## config.mk

```make
export PLATFORM = sky130hd
export DESIGN_NAME = safe_io_disable
export DESIGN_NICKNAME = d
export VERILOG_FILES = /design/src/rtl/safe_io_disable.sv
export SDC_FILE = /design/constraint.sdc
export NUM_CORES = 1
export LEC_CHECK = 0
export CORE_UTILIZATION = 46
export CTS_BUF_LIST = sky130_fd_sc_hd__clkbuf_8
export DETAILED_ROUTE_END_ITERATION = 7
export GPL_TIMING_DRIVEN = 0
export PLACE_DENSITY = 0.84
export SYNTH_ARGS = -nofsm -noshare
export SYNTH_HDL_FRONTEND = slang
export SYNTH_SLANG_ARGS = --single-unit
```

## constraint.sdc

```tcl
create_clock -name clk -period 3.5 [get_ports clk]
set_input_delay 0.35 -clock clk [delete_from_list [all_inputs] [get_ports clk]]
set_output_delay 0.35 -clock clk [all_outputs]
set_load 0.01 [all_outputs]
```

## src/rtl/safe_io_disable.sv

```systemverilog
// -----------------------------------------------------------------------------
// safe_io_disable
//
// Shutdown gate between the SOPC/motor-controller outputs and the board pins.
// Any synchronised shutdown request immediately forces every gated output bit
// to its safe value. Outputs are released only after all requests have stayed
// clear for DEBOUNCE_CYCLES consecutive cycles. Trips caused by inputs flagged
// in LATCH_MASK additionally need a software rearm pulse before release.
//
// Ports:
//   clk          system clock
//   reset        asynchronous active-high reset (forces safe outputs at once)
//   shutdown     NUM_IN asynchronous shutdown requests, 1 = disable
//   rearm        single-cycle software re-arm pulse (honoured in WAIT_REARM)
//   gpio_in      NUM_IOS functional values from upstream logic
//   gpio_out     NUM_IOS registered gated outputs to the pins
//   tripped      1 whenever gpio_out is forced to SAFE_VALUE
//   trip_cause   sticky record of the inputs responsible for the current trip
//   await_rearm  1 while waiting for a software rearm pulse
// -----------------------------------------------------------------------------
module safe_io_disable #(
  parameter int                 NUM_IN          = 3,
  parameter int                 NUM_IOS         = 55,
  parameter int                 SYNC_STAGES     = 2,
  parameter int                 DEBOUNCE_CYCLES = 50000,
  parameter logic [NUM_IN-1:0]  LATCH_MASK      = {NUM_IN{1'b0}},
  parameter logic [NUM_IOS-1:0] SAFE_VALUE      = {NUM_IOS{1'b0}}
) (
  input  logic               clk,
  input  logic               reset,
  input  logic [NUM_IN-1:0]  shutdown,
  input  logic               rearm,
  input  logic [NUM_IOS-1:0] gpio_in,
  output logic [NUM_IOS-1:0] gpio_out,
  output logic               tripped,
  output logic [NUM_IN-1:0]  trip_cause,
  output logic               await_rearm
);

  localparam int                CNT_W    = $clog2(DEBOUNCE_CYCLES + 1);
  localparam logic [CNT_W-1:0]  CNT_MAX  = CNT_W'(DEBOUNCE_CYCLES);
  localparam logic [CNT_W-1:0]  CNT_ZERO = {CNT_W{1'b0}};
  localparam logic [CNT_W-1:0]  CNT_ONE  = CNT_W'(1);
  localparam logic [NUM_IN-1:0] IN_ZERO  = {NUM_IN{1'b0}};

  typedef enum logic [1:0] {
    ST_RUN        = 2'd0,
    ST_TRIP       = 2'd1,
    ST_WAIT_REARM = 2'd2
  } state_t;

  logic [SYNC_STAGES-1:0][NUM_IN-1:0] sync_r;
  logic [NUM_IN-1:0]                  sync_out_s;
  logic                               any_s;

  state_t             state_r;
  state_t             state_next_s;
  logic [CNT_W-1:0]   cnt_r;
  logic [CNT_W-1:0]   cnt_next_s;
  logic [NUM_IN-1:0]  trip_cause_r;
  logic [NUM_IN-1:0]  cause_next_s;

  logic [NUM_IOS-1:0] gpio_out_r;
  logic [NUM_IOS-1:0] gpio_next_s;
  logic               tripped_r;
  logic               tripped_next_s;
  logic               await_rearm_r;
  logic               await_next_s;

  // Shutdown synchroniser: shift chain per request bit, oldest stage is used.
  always_ff @(posedge clk or posedge reset) begin
    if (reset) begin
      sync_r <= {(SYNC_STAGES * NUM_IN){1'b0}};
    end else begin
      sync_r <= {sync_r[SYNC_STAGES-2:0], shutdown};
    end
  end

  assign sync_out_s = sync_r[SYNC_STAGES-1];
  assign any_s      = |sync_out_s;

  // State, debounce counter and registered outputs; reset comes up tripped.
  always_ff @(posedge clk or posedge reset) begin
    if (reset) begin
      state_r       <= ST_TRIP;
      cnt_r         <= CNT_ZERO;
      trip_cause_r  <= IN_ZERO;
      gpio_out_r    <= SAFE_VALUE;
      tripped_r     <= 1'b1;
      await_rearm_r <= 1'b0;
    end else begin
      state_r       <= state_next_s;
      cnt_r         <= cnt_next_s;
      trip_cause_r  <= cause_next_s;
      gpio_out_r    <= gpio_next_s;
      tripped_r     <= tripped_next_s;
      await_rearm_r <= await_next_s;
    end
  end

  // Next-state logic: trips are immediate, release waits for the debounce window.
  always_comb begin
    state_next_s = state_r;
    cnt_next_s   = cnt_r;
    cause_next_s = trip_cause_r;
    case (state_r)
      ST_RUN: begin
        if (any_s) begin
          state_next_s = ST_TRIP;
          cnt_next_s   = CNT_ZERO;
          cause_next_s = sync_out_s;
        end else begin
          cnt_next_s   = CNT_ZERO;
          cause_next_s = IN_ZERO;
        end
      end
      ST_TRIP: begin
        // Later-asserting requests accumulate into the cause record.
        cause_next_s = trip_cause_r | sync_out_s;
        if (any_s) begin
          cnt_next_s = CNT_ZERO;
        end else if (cnt_r == CNT_MAX) begin
          cnt_next_s = CNT_ZERO;
          if ((trip_cause_r & LATCH_MASK) != IN_ZERO) begin
            state_next_s = ST_WAIT_REARM;
          end else begin
            state_next_s = ST_RUN;
            cause_next_s = IN_ZERO;
          end
        end else begin
          cnt_next_s = cnt_r + CNT_ONE;
        end
      end
      ST_WAIT_REARM: begin
        // A fresh request outranks a rearm arriving in the same cycle.
        if (any_s) begin
          state_next_s = ST_TRIP;
          cnt_next_s   = CNT_ZERO;
          cause_next_s = trip_cause_r | sync_out_s;
        end else if (rearm) begin
          state_next_s = ST_RUN;
          cnt_next_s   = CNT_ZERO;
          cause_next_s = IN_ZERO;
        end else begin
          state_next_s = ST_WAIT_REARM;
        end
      end
      default: begin
        state_next_s = ST_TRIP;
        cnt_next_s   = CNT_ZERO;
        cause_next_s = trip_cause_r | sync_out_s;
      end
    endcase
  end

  // Output logic: decoded from the next state so the registered outputs line up
  // with the state they describe (trip and release take effect on the same edge).
  always_comb begin
    gpio_next_s    = SAFE_VALUE;
    tripped_next_s = 1'b1;
    await_next_s   = 1'b0;
    case (state_next_s)
      ST_RUN: begin
        gpio_next_s    = gpio_in;
        tripped_next_s = 1'b0;
      end
      ST_TRIP: begin
        gpio_next_s    = SAFE_VALUE;
        tripped_next_s = 1'b1;
      end
      ST_WAIT_REARM: begin
        gpio_next_s    = SAFE_VALUE;
        tripped_next_s = 1'b1;
        await_next_s   = 1'b1;
      end
      default: begin
        gpio_next_s    = SAFE_VALUE;
        tripped_next_s = 1'b1;
        await_next_s   = 1'b0;
      end
    endcase
  end

  assign gpio_out    = gpio_out_r;
  assign tripped     = tripped_r;
  assign trip_cause  = trip_cause_r;
  assign await_rearm = await_rearm_r;

endmodule

```

==> results <==
- The overall die area is just under 0.008 mm2.
- The number of global-route vias before repair is roughly 2.6k.
- For this design the ratio of total power to cell area is about 370 mW/mm2.
- Sorting the synthesized cells by how often they occur yields dfrtp_1, nor3b_2, nor3b_1, a31oi_1, nand3_1.
- The number of enable-type register cells in the synthesized netlist is 0.
- The largest buffer count on any clock path is 2.
- The cell chosen for the clock root is clkbuf_8.
- Of the post-synthesis cell area, the dominant cell type holds 60.0%.
- For this run, the post-layout net count is ~460.
- The setup slack at placement is 1.23 ns.
- Following the worst setup path forward leads to its endpoint at cnt_r[5].
- The global-route wire length before repair is between 10,000 and 15,000 um.
- Wires add up to about 8000 um.
- The slowest stage of the critical path belongs to the cell dfrtp_1.
- The most numerous cell in the Yosys netlist is dfrtp_1.
- The area growth from synthesis to final layout is 46.2%.
- The netlist uses 44 different library cells.
- The worst setup path is captured at a register.
- Clock-pin slew was measured on the worst setup and hold paths at ~0.08 ns.
- The critical path crosses 8 cells after its start point.
- Across every metal layer, demand over resource in global routing totals 22.0%.
- The leakage power total is 0.00204 uW.
- The number of gates resized after CTS was 0.
- The synthesized instance count is roughly 260.
- The weighted congestion reported at the end of routability-driven placement is between 0.9 and 1.
- The capturing point of the worst reg2reg path is cnt_r[5].
- Headroom to the max-slew limit came out at 67.4%.
- The estimated wirelength of the detail-placed design is 5650 um.
- The count of placed standard cells in the final layout, fillers left out is approximately 500.
- The post-synthesis net count is approximately 330.
- The final route contains 2,584 vias.
- After layout, the worst path uses around three fifths of the clock period.
- The count of H-tree levels built during CTS is 3.
- The worst path needs around 2.1 ns of the cycle, external delays included.
- The tool flagged a number of max-cap violations equal to 0.
- The repair_antennas step left the layout with diodes totalling 0.
- In this run the core area contains 31 standard-cell rows.
- The run finished with clean final reports.
- Summing every instance area after synthesis gives about 0.0034 mm2.
- Once the clock tree was built, the setup fixing pass inserted 0 buffers.
- The kind of start point of the critical path is a register.
- Using the TritonRoute via totals, the vias-per-cell ratio works out to between 5 and 6.
- Setup repair after global routing left no endpoint under its margin.
- For this block, the initial DRC count from the detailed router was approximately 160.
- For the final database, setup skew stands at between 0.009 and 0.01 ns.
- The total of endpoints with negative setup slack in the final report is 0.
- dfrtp_1 takes more of the synthesized area than any other cell.
- IR analysis of the VDD net gives a maximum drop of 0.000286 V.
- The final core utilization is just under 70%.
- The maximum frequency from static timing analysis is just under 0.5 GHz.
- TritonCTS built the clock tree.
- The number of endpoints with negative hold slack in the final report is 0.
- The sequential-to-total area share from yosys stat is 61.5%.
- The prevailing post-synth register cell is dfrtp_1.
- After synthesis, the cell types taking the most area are dfrtp_1, nor3b_2, nor3b_1, a31oi_1, buf_6.
- In this run, placement finished with an instance count of 482.
- For the worst-skew pair, the clock arrives at the later sink with an insertion delay of about 0.35 ns.
- During placement, the flow inserted port buffers numbering 120.
- The share of final-layout standard cells stronger than drive strength 1 is 16.5%.
- In this run the worst setup path begins at cnt_r[0].
- The critical path goes through inv_1 > ha_1 > nor4bb_1 > nand4_1 > buf_2 > clkbuf_1 > nand3_1 > a31oi_1.
- The kind of cell adding the most delay to the critical path is buffers and inverters.
- The hold buffer count at CTS is 0.
- In this run the remaining antenna-violating nets after routing total 0.
- The die is 88.3 um tall.
- Synthesis inferred 84 register bits.
- After layout, the worst setup slack is 1.44 ns.
- The die is around 88 um wide.
- The total DRC errors in the routed layout is 0.
- The worst stage delay on the critical path is 0.44 ns.
- The number of synthesis warnings is 0.
- The routed wire length per instance is 16.1 um.
- Entering global routing, the biggest net connects between 60 and 70 pins.
- The aggregate global routing overflow is 0.
- The number of antenna violations at the first check in global routing is 0.
- The source of the worst register-to-register timing path is cnt_r[0].
- The register-to-register setup slack is roughly 1.4 ns.
- In this run the worst path has a maximum fanout of 10.
- Measured in cells, the most critical reg-to-reg path has a length of 8.
- In this run the standard cell core region covers about 0.0072 mm2.
- The total number of clock tree sinks is 84.
- STA puts the critical path data required time at around 3.8 ns.
- TritonCTS created 9 clock buffers.
- In this run the mean area of a mapped cell was between 10 and 15 um2.
- The initial utilization of the core area, before any placement, comes to a little under half.
- The type of the most critical hold path is in -> async.
- The number of top-level design ports is about 120.
- The sum of buffers and inverters on the critical path is 3.
- The count of pins over their slew limit is 0.
- At the pin with the least slew margin, the transition time is between 0.4 and 0.5 ns.
- The fraction of synthesis flops using an asynchronous set or reset pin is 100%.
- For the worst setup path, the data arrival time is around 2.3 ns.
- Before antenna repair, the detailed router went through 4 iterations.
- The category of the critical setup timing path is reg -> reg.
## logic make-up (layout without fill, tap and decap cells)
| family | after synthesis | count (layout) | share of synthesized area [%] |
|---|---|---|---|
| AOI/OAI and AO/OA | 35 | 35 | 6.47 |
| xor gates and xnor gates | 3 | 3 | 0.768 |
| adders and majority gates | 2 | 2 | 0.731 |
| DFF | 84 | 84 | 61.5 |
| buffers and inverters | 30 | 167 | 4.72 |
| and+or+nand+nor | 108 | 108 | 25.8 |
## cell usage in the layout, fill, tap and decap left out, types with 2 or more instances in the layout
master / netlist / final
nand4_1: 8 / 8
clkbuf_8: 0 / 10
nor4_1: 4 / 4
a31oi_1: 13 / 13
and4_1: 2 / 2
o21ai_0: 6 / 6
nand2_1: 9 / 9
and3_1: 2 / 2
dfrtp_1: 82 / 82
bufinv_16: 0 / 2
buf_6: 5 / 5
buf_2: 6 / 6
a21oi_1: 6 / 6
xor2_1: 2 / 2
o211ai_1: 3 / 3
ha_1: 2 / 2
clkinvlp_4: 0 / 2
nand3_1: 11 / 11
nor3b_2: 30 / 30
clkdlybuf4s50_1: 0 / 120
clkbuf_1: 6 / 6
inv_1: 9 / 9
nand2b_1: 2 / 2
o22ai_1: 3 / 3
dfstp_2: 2 / 2
a41oi_1: 2 / 2
nor3b_1: 26 / 26
## power breakdown
group	total [uW]	switching, uW	internal [uW]
sequential	977	2.99	974
combinational	109	33.5	75.4
clock	765	344	421
## worst min-delay path by stage
stage | from | end | slack [ns] | depth (start not counted)
after floorplan | sync_r[0] | sync_out_s[0] | 0.33 | 0
after global placement | sync_r[0] | sync_out_s[0] | 0.33 | 0
after detailed placement | sync_r[1] | sync_out_s[1] | 0.34 | 0
after CTS | reset | cnt_r[8] | 0.33 | 2
after global routing | reset | gpio_out[53] | 0.34 | 2
final | reset | cnt_r[4] | 0.33 | 2
## registers in the layout, summed over array words and instances, names as in the netlist
| name | flops |
|---|---|
| cnt_r | 16 |
| gpio_out | 55 |
| await_rearm | 1 |
| state_r | 2 |
| sync_out_s | 3 |
| sync_r | 3 |
| trip_cause | 3 |
| tripped | 1 |
## stage by stage
stage               area [um2]  setup TNS [ns]  total power (uW)  hold slack [ns]
floorplan                 3420               0              1030            0.331
global placement          4750          -21.67              1100            0.332
detailed placement        4780               0              1110            0.336
CTS                       5000               0              1870            0.328
global route              5000               0              1920            0.342
finish                    5000               0              1850            0.329
## worst reg2reg max path: cells and delay by family (launching register included)
family	cells	cell delay, ns
fa+ha+maj	1	0.20
buf+inv	3	0.72
flops	1	0.44
simple gates	3	0.43
compound gates	1	0.19
## final cells by class
type                    count  area [um2]
plain buffers              19         120
flip-flops and latches     84        2100
clock buffers              10         138
clock inverters             6        87.6
multi-input cells         148        1160
repair buffers            121        1230
fillers                   507        2210
inverters                  11        43.8
well taps                  99         124
## layer usage
layer,track usage [%],vias to the layer above,wire (um)
met2,33.9,104,4030
met3,11.6,6,830
met4,7.33,0,51
met5,0,-,0
li1,-,1203,-
met1,26.7,1271,3120
No activity file was read; power rests on OpenSTA's default activity.
